File: src/rtl/twiddle_rotator_pkg.sv
// Shared FFT constants and types for the radix-64 twiddle rotator.
package twiddle_rotator_pkg;

    localparam int TW_N     = 64;
    localparam int TW_W     = 10;
    localparam int TW_SHIFT = 8;
    localparam int TW_QOFF  = 48;

    typedef logic [5:0] tw_idx_t;

    typedef struct packed {
        logic signed [TW_W-1:0] re;
        logic signed [TW_W-1:0] im;
    } tw_cplx_t;

    // round(256*sin(2*pi*m/64)) for the first quarter wave, m = 0..16
    function automatic logic [8:0] tw_quarter(input logic [4:0] m);
        logic [8:0] r;
        unique case (m)
            5'd0:    r = 9'd0;
            5'd1:    r = 9'd25;
            5'd2:    r = 9'd50;
            5'd3:    r = 9'd74;
            5'd4:    r = 9'd98;
            5'd5:    r = 9'd121;
            5'd6:    r = 9'd142;
            5'd7:    r = 9'd162;
            5'd8:    r = 9'd181;
            5'd9:    r = 9'd198;
            5'd10:   r = 9'd213;
            5'd11:   r = 9'd226;
            5'd12:   r = 9'd237;
            5'd13:   r = 9'd245;
            5'd14:   r = 9'd251;
            5'd15:   r = 9'd255;
            5'd16:   r = 9'd256;
            default: r = 9'd0;
        endcase
        return r;
    endfunction

endpackage

File: src/rtl/twiddle_rotator_lut.sv
// Combinational twiddle table T[i] = round(-256*sin(2*pi*i/64)).
module twiddle_lut
    import twiddle_rotator_pkg::*;
(
    input  tw_idx_t                idx_i,
    output logic signed [TW_W-1:0] tw_o
);

    logic [4:0]             m;
    logic [4:0]             fold;
    logic signed [TW_W-1:0] mag;

    // Fold onto the quarter wave; first half of the period is negative.
    always_comb begin
        m    = idx_i[4:0];
        fold = (m > 5'd16) ? 5'(6'd32 - {1'b0, m}) : m;
        mag  = $signed({1'b0, tw_quarter(fold)});
        tw_o = idx_i[5] ? mag : -mag;
    end

endmodule

File: src/rtl/twiddle_rotator.sv
// Three-stage complex rotator: sample times W64^k (or its conjugate),
// rounded and saturated back to DATA_W bits.
module twiddle_rotator
    import twiddle_rotator_pkg::*;
#(
    parameter int DATA_W = 16
) (
    input  logic                     clk,
    input  logic                     rst_n,
    input  logic                     in_valid,
    output logic                     in_ready,
    input  logic signed [DATA_W-1:0] in_re,
    input  logic signed [DATA_W-1:0] in_im,
    input  logic [5:0]               k,
    input  logic                     inverse,
    output logic                     out_valid,
    input  logic                     out_ready,
    output logic signed [DATA_W-1:0] out_re,
    output logic signed [DATA_W-1:0] out_im,
    output logic                     busy
);

    localparam int PW  = DATA_W + TW_W;
    localparam int SW  = DATA_W + TW_W + 1;
    localparam int RND = 1 << (TW_SHIFT - 1);

    logic    adv;
    tw_idx_t e;
    tw_idx_t c_idx;
    tw_cplx_t tw;

    logic                     v1_q, v2_q, v3_q;
    logic signed [DATA_W-1:0] a1_q, b1_q;
    tw_cplx_t                 tw1_q;
    logic signed [PW-1:0]     ac_q, bd_q, ad_q, bc_q;
    logic signed [PW-1:0]     ac_d, bd_d, ad_d, bc_d;
    logic signed [SW-1:0]     re_sum, im_sum;
    logic signed [SW-1:0]     re_rnd, im_rnd;
    logic signed [DATA_W-1:0] re_q, im_q, re_d, im_d;

    function automatic logic signed [DATA_W-1:0] sat(
        input logic signed [SW-1:0] x
    );
        if (x[SW-1:DATA_W-1] == {(SW-DATA_W+1){x[SW-1]}})
            return x[DATA_W-1:0];
        else if (x[SW-1])
            return {1'b1, {(DATA_W-1){1'b0}}};
        else
            return {1'b0, {(DATA_W-1){1'b1}}};
    endfunction

    assign e     = inverse ? 6'(7'd64 - {1'b0, k}) : k;
    assign c_idx = 6'(e + 6'(TW_QOFF));

    twiddle_lut u_lut_c (.idx_i(c_idx), .tw_o(tw.re));
    twiddle_lut u_lut_d (.idx_i(e),     .tw_o(tw.im));

    always_comb begin
        ac_d   = PW'(a1_q) * PW'($signed(tw1_q.re));
        bd_d   = PW'(b1_q) * PW'($signed(tw1_q.im));
        ad_d   = PW'(a1_q) * PW'($signed(tw1_q.im));
        bc_d   = PW'(b1_q) * PW'($signed(tw1_q.re));
        re_sum = SW'(ac_q) - SW'(bd_q);
        im_sum = SW'(ad_q) + SW'(bc_q);
        re_rnd = (re_sum + SW'(RND)) >>> TW_SHIFT;
        im_rnd = (im_sum + SW'(RND)) >>> TW_SHIFT;
        re_d   = sat(re_rnd);
        im_d   = sat(im_rnd);
    end

    assign in_ready  = !v3_q | out_ready;
    assign adv       = in_ready;
    assign out_valid = v3_q;
    assign out_re    = re_q;
    assign out_im    = im_q;
    assign busy      = v1_q | v2_q | v3_q;

    // Bubbles advance valid bits only; stage data holds until a real sample.
    always_ff @(posedge clk or negedge rst_n) begin
        if (!rst_n) begin
            v1_q  <= 1'b0;
            v2_q  <= 1'b0;
            v3_q  <= 1'b0;
            a1_q  <= '0;
            b1_q  <= '0;
            tw1_q <= '0;
            ac_q  <= '0;
            bd_q  <= '0;
            ad_q  <= '0;
            bc_q  <= '0;
            re_q  <= '0;
            im_q  <= '0;
        end else if (adv) begin
            v1_q <= in_valid;
            v2_q <= v1_q;
            v3_q <= v2_q;
            if (in_valid) begin
                a1_q  <= in_re;
                b1_q  <= in_im;
                tw1_q <= tw;
            end
            if (v1_q) begin
                ac_q <= ac_d;
                bd_q <= bd_d;
                ad_q <= ad_d;
                bc_q <= bc_d;
            end
            if (v2_q) begin
                re_q <= re_d;
                im_q <= im_d;
            end
        end
    end

endmodule

File: config.mk
export PLATFORM = sky130hd
export DESIGN_NAME = twiddle_rotator
export DESIGN_NICKNAME = d
export VERILOG_FILES = /design/src/rtl/twiddle_rotator_pkg.sv /design/src/rtl/twiddle_rotator_lut.sv /design/src/rtl/twiddle_rotator.sv
export SDC_FILE = /design/constraint.sdc
export NUM_CORES = 2
export LEC_CHECK = 0
export ABC_AREA = 1
export CAP_MARGIN = 20
export CORE_MARGIN = 1
export CORE_UTILIZATION = 50
export CTS_CLUSTER_DIAMETER = 30
export DETAILED_ROUTE_END_ITERATION = 6
export GPL_ROUTABILITY_DRIVEN = 1
export PLACE_DENSITY = 0.71
export SYNTH_ARGS = -nofsm -noshare
export SYNTH_HDL_FRONTEND = slang
export SYNTH_SLANG_ARGS = --single-unit
File: constraint.sdc
create_clock -name clk -period 6.1 [get_ports clk]
set_clock_uncertainty 0.05 [all_clocks]
set_input_delay 0.915 -clock clk [delete_from_list [all_inputs] [get_ports clk]]
set_output_delay 0.915 -clock clk [all_outputs]
set_load 0.05 [all_outputs]
Word-level counts from Yosys, hierarchy flattened
Memory sizes are Yosys's and may differ from the RTL's.
Cells that the tools add are included.
- divide/modulo/power cells: 0
- shift-type cells: 0
- equal/unequal tests: 2
- multipliers: 4
- reductions and logical operators: 4
- add/subtract/negate cells: 10
- order comparisons: 2
- multiplexer cells: 9
- bitwise logic cells: 3
- operators by type and width (kind ; number):
    $mul 16x10->26 ; 4
    $mux 16 ; 4
    $add 27x9->27 const B ; 2
    $add 26x26->27 ; 1
    $sub 26x26->27 ; 1
    $mux 10 ; 2
    $neg 9->10 ; 2
    $gt 5x5->1 const B ; 2
    $mux 5 ; 2
    $sub 1x5->5 const A ; 2
    $add 6x6->6 const B ; 1
    $eq 3x3->1 ; 2
    $mux 6 ; 1
    $reduce_and 2->1 ; 3
    $sub 1x6->6 const A ; 1
    $or 1x1->1 ; 3
    $logic_not 1->1 ; 1
- bits in read-only memories: 576
- register bits after elaboration: 191
- output and inout bits: 35
- memories kept: 2
- bits of input ports: 43
- bits in writable memories: 0
- latch bits: 0
- word-level logic and storage cells: 49
- memory list (memory ; words ; bits a word ; read ports ; clocked after Yosys merged registers in ; wr ports ; line ; RTL):
    (name not given) ; 32 ; 9 ; 1 ; 0 ; 0 ; twiddle_rotator_pkg.sv:19 ; unique case (m)
    (name not given) ; 32 ; 9 ; 1 ; 0 ; 0 ; twiddle_rotator_pkg.sv:19 ;

Logic depth before layout (Yosys ltp)
An unclocked memory read counts as a cell.
- depth in word-level cells: 8
- mapped depth: 26
- gate-level depth less buffers: 25

Modules after synthesis
Synthesis repeated with hierarchy kept, for this count alone.
- cell total of the unflattened synthesis: 4802
- area, all modules: 36756.5 µm²
- modules (own cells, without submodules) (module ; times used ; sequential area each (µm²) ; area each (µm²) ; cells each):
    twiddle_rotator ; 1 ; 4779.6 ; 35237.5 ; 4524
    twiddle_lut ; 2 ; 0.0 ; 759.5 ; 139

Worst setup path before layout
Ideal clock, no wire load.
- path kind: flip-flop to flip-flop
- from: register tw1_q[1] (netlist name)
- to: register ad_q[21]
- period minus slack after synthesis: 5.509 ns
- cell stages (with the launch flop): 25
- setup slack: 0.591 ns
- path buffers: 2
- data required time: 5.932 ns
- arrival: 5.341 ns
- setup time: 0.118 ns
- cells stage by stage: dfrtp_1 -> clkbuf_1 -> clkbuf_1 -> nand2_1 -> fa_1 -> inv_1 -> fa_1 -> inv_1 -> fa_1 -> inv_1 -> fa_1 -> inv_1 -> fa_1 -> inv_1 -> ha_1 -> a21o_1 -> a21oi_1 -> o21ai_0 -> a21boi_1 -> o21ai_0 -> a21oi_1 -> o21ai_0 -> or2_1 -> nand3_1 -> nand2_1
- cells in the longest elaborated chain, start to end: 1
- ends and longest elaborated chain (element ; line ; RTL):
    from (decl) ; twiddle_rotator.sv:34 ; tw_cplx_t tw1_q;
    from (signal assigned) ; twiddle_rotator.sv:100 ; tw1_q <= tw;
    $mul 16x10->26 ; twiddle_rotator.sv:61 ; ad_d = PW'(a1_q) * PW'($signed(tw1_q.im));
    to (signal assigned) ; twiddle_rotator.sv:89 ; ad_q <= '0;
    to (signal assigned) ; twiddle_rotator.sv:105 ; ad_q <= ad_d;
    to (decl) ; twiddle_rotator.sv:35 ; logic signed [PW-1:0] ac_q, bd_q, ad_q, bc_q;
No other way between the ends.
A chain may end at the register's enable or synchronous reset.

Final worst setup path
- from: register tw1_q[11] (netlist name)
- to: register ac_q[21]
- cells in the longest elaborated chain, start to end: 1
- ends and longest elaborated chain (element ; line ; RTL):
    $mul 16x10->26 ; twiddle_rotator.sv:59 ; ac_d = PW'(a1_q) * PW'($signed(tw1_q.re));
    to (signal assigned) ; twiddle_rotator.sv:87 ; ac_q <= '0;
    to (signal assigned) ; twiddle_rotator.sv:103 ; ac_q <= ac_d;
    to (decl) ; twiddle_rotator.sv:35 ;
No other way between the ends.

==> impl_metrics.toml <==
[worst_setup_path]
regToRegStartpoint = "tw1_q[11]"
end_kind = "register"
worstSetupStartpointType = "register"
cp.required_ns = 6.44
crit_fanout = 16
r2r_cells = 21
crit_start = "tw1_q[11]"
regToRegSetupSlack_ns = 0.27
path_class = "reg2reg"
arrival_ns = 6.17
r2r_end = "ac_q[21]"

[place]
io_buffers = 77
hpwl_mm = 75.33
gp_congestion = 1.025

[timing]
setup_violations = 0
worst_slew_pin_slew_ns = 0.8719
relSlewSlack_pct = 41.87
fin_setup_tns_ns = 0
grt_setup_unrepaired = "false"
final.min_clock_period_ns = 5.830
fmax_mhz = 171.5
hold_viol_final = 0
fin_crit_sh_pct = 95.58
slew_violations = 0

[die]
start_util_pct = 50.52
fp.dieW_um = 268.0
boundaryPins = 78
placement_rows = 97
die_y_um = 268.0
die_area_mm2 = 0.07183
core_region_area_mm2 = 0.07003

[logic_synthesis]
syn_nets = 5510
synth-async-reset-ratio_pct = 100.0
synth_area_per_cell_um2 = 7.757
ys.flop_type = "dfrtp_1"
synth-edff-count = 0
synthesis.area_mm2 = 0.03538
synth_warnings = 0
synth_cell_type_count = 55
netlist_instances = 4561
synth-seq-area-share_pct = 13.51
yosys_register_bits = 191

[grt]
antenna_found_initial = 0
grt_pass1_wl_mm = 151.2
first_global_vias = 28890
grt_usage_pct = 26.96
grt_max_degree = 128
overflow = 0

[run_status]
outcome = "completed"

[detailed_routing]
route.detailed.drc = 0
wl_per_cell_um = 16.51
routed_via_density = 5.151
drt-initial-drc-count = 1974
ant_nets = 0
via_count = 28530
wl_mm = 91.44
first_pass_iters = 6

[clock_tree]
post-cts-setup-buffers = 0
ctsHtreeMaxLevel = 4
clockBufferDepth = 2
cts_made_buffers = 17
clk_latency_ns = 0.51
path_clk_slew_ns = 0.09
cts_tree = "yes"
cts_root_buffer = "clkbuf_16"
cts.sinks = 191

[finish]
diodes = 0
fin_nets = 5534
layout-drive-gt1-share_pct = 5.502
multi_input_area_mm2 = 0.02563
area_growth_pct = 7.978
nFillCells = 6647
regArea_mm2 = 0.004796

[flow_run]
drv_cap = 0

[min_path]
hp-class = "in2async"
==> per-layer routing <==
metal,global-route usage [%],vias to the layer above,wire (um)
met3,6.084,134,7927
met2,41.63,982,40250
li1,-,13600,-
met4,8.618,0,2857
met5,0,-,0
met1,37.58,13810,40410
==> what timing repair did <==
item                       in CTS  in global routing
gates resized for setup         0                 14
setup endpoints to repair       0                 13
hold buffers                    0                  0
==> cells in the final DEF (no fill, tap or decap), types with 9 or more instances in the layout <==
master and n:
buf_4 103, clkbuf_16 17, ha_1 350, nor2_1 189
clkdlybuf4s50_1 76, o211ai_1 11, fa_1 556, a21oi_2 11
a31oi_1 26, dfrtp_1 180, nand3_1 99, or2_2 13
o21ai_0 154, nand2_2 25, buf_12 9, nor3_1 20
nand4_1 24, inv_2 10, xnor2_1 60, a21o_1 15
nor4_1 9, inv_1 1115, dfrtp_2 10, nand2_1 1156
a21oi_1 167, o21ai_1 19, o21bai_1 12, xor2_1 57
==> registers in the layout, indices dropped and copies added (netlist names) <==
signal	flops
tw1_q	20
v1_q	1
bd_q	26
b1_q	16
out_re	16
ad_q	26
ac_q	26
out_valid	1
a1_q	16
bc_q	26
v2_q	1
out_im	16
==> cells in the mapped netlist, types with 4 or more instances <==
cell | n | area [um2]
nor4_1 | 10 | 62.56
a21boi_0 | 4 | 30.03
buf_6 | 7 | 78.83
or2_1 | 4 | 25.02
nand4_1 | 24 | 150.1
o21ai_2 | 4 | 35.03
nor2_4 | 5 | 56.30
inv_2 | 10 | 37.54
a21oi_1 | 167 | 835.8
or2_2 | 13 | 81.33
o22ai_1 | 5 | 31.28
a21o_1 | 15 | 112.6
xor2_1 | 57 | 499.2
inv_1 | 1115 | 4185
clkinv_1 | 4 | 15.01
nand2_4 | 5 | 56.30
nand2_2 | 24 | 150.1
xnor2_1 | 60 | 525.5
nand2_1 | 1157 | 4343
nor2_1 | 191 | 716.9
o211ai_1 | 11 | 82.58
a31oi_1 | 26 | 162.7
dfrtp_1 | 191 | 4780
nand3_2 | 5 | 50.05
o31ai_1 | 8 | 60.06
clkbuf_1 | 171 | 641.9
ha_1 | 350 | 4379
fa_1 | 556 | 11130
o21ai_1 | 19 | 95.09
a21oi_2 | 11 | 96.34
nor3_1 | 20 | 100.1
o21bai_1 | 12 | 90.09
buf_1 | 4 | 15.01
nand3b_1 | 6 | 45.04
nand3_1 | 99 | 495.5
o21ai_0 | 154 | 770.7
o21a_1 | 6 | 45.04
a21boi_1 | 4 | 30.03
==> cell families (layout without fill, tap and decap cells) <==
| family | after synthesis | count (layout) | share of synthesized area, % |
|---|---|---|---|
| adder cells (fa/ha/maj) | 906 | 906 | 43.84 |
| XOR/XNOR | 119 | 119 | 2.988 |
| AO/OA/AOI/OAI | 457 | 457 | 7.363 |
| buffers and inverters | 1314 | 1351 | 14.11 |
| AND/OR/NAND/NOR | 1574 | 1574 | 18.19 |
| flip-flops | 191 | 191 | 13.51 |
==> how the worst max path moves through the flow <==
| stage | end | cells after the start |
|---|---|---|
| 6_report | ac_q[21] | 21 |
| 5_1_grt | bd_q[25] | 18 |
| 4_1_cts | ad_q[21] | 22 |
| 3_5_place_dp | ad_q[21] | 22 |
| 3_3_place_gp | ad_q[21] | 22 |
| 2_1_floorplan | ad_q[21] | 24 |
==> cell type report <==
class                           count  area share (%)
Tap cell                          940           3.079
Inverter                         1130           11.11
Clock buffer                       17           1.114
Clock inverter                     15          0.5273
Multi-Input combinational cell   3056           67.09
Sequential cell                   191           12.55
Timing Repair Buffer              189           4.523
==> through the flow <==
stage                     setup slack, ns  util, %  std cells  hold slack (ns)  instance area, um2
after floorplan                    0.5911        -       4561           0.3938               35380
after global placement             0.1508    53.62       5506           0.4118               37550
after detailed placement          0.08003    53.62       5506           0.4166               37550
after CTS                         0.05337    54.52       5538           0.3368               38180
after global routing             0.005195    54.55       5538           0.3638               38200
final                              0.2698    54.55       5538           0.3288               38200
==> worst max-delay path, stage by stage, from the launching register on <==
cell and delay (ns):
dfrtp_1 0.41, buf_4 0.30, nand2_1 0.14, fa_1 0.55
inv_1 0.06, fa_1 0.49, inv_1 0.05, fa_1 0.53
inv_1 0.05, fa_1 0.56, fa_1 0.44, ha_1 0.34
a21o_1 0.19, a21oi_1 0.19, o21ai_1 0.13, a21boi_1 0.29
o21ai_1 0.15, a21oi_1 0.22, o21ai_0 0.13, or2_1 0.24
nand3_1 0.09, nand2_1 0.07
Power is left out: the tool's default activity adds up to more than one toggle a clock period on the data nets, which glitch-free logic cannot reach.
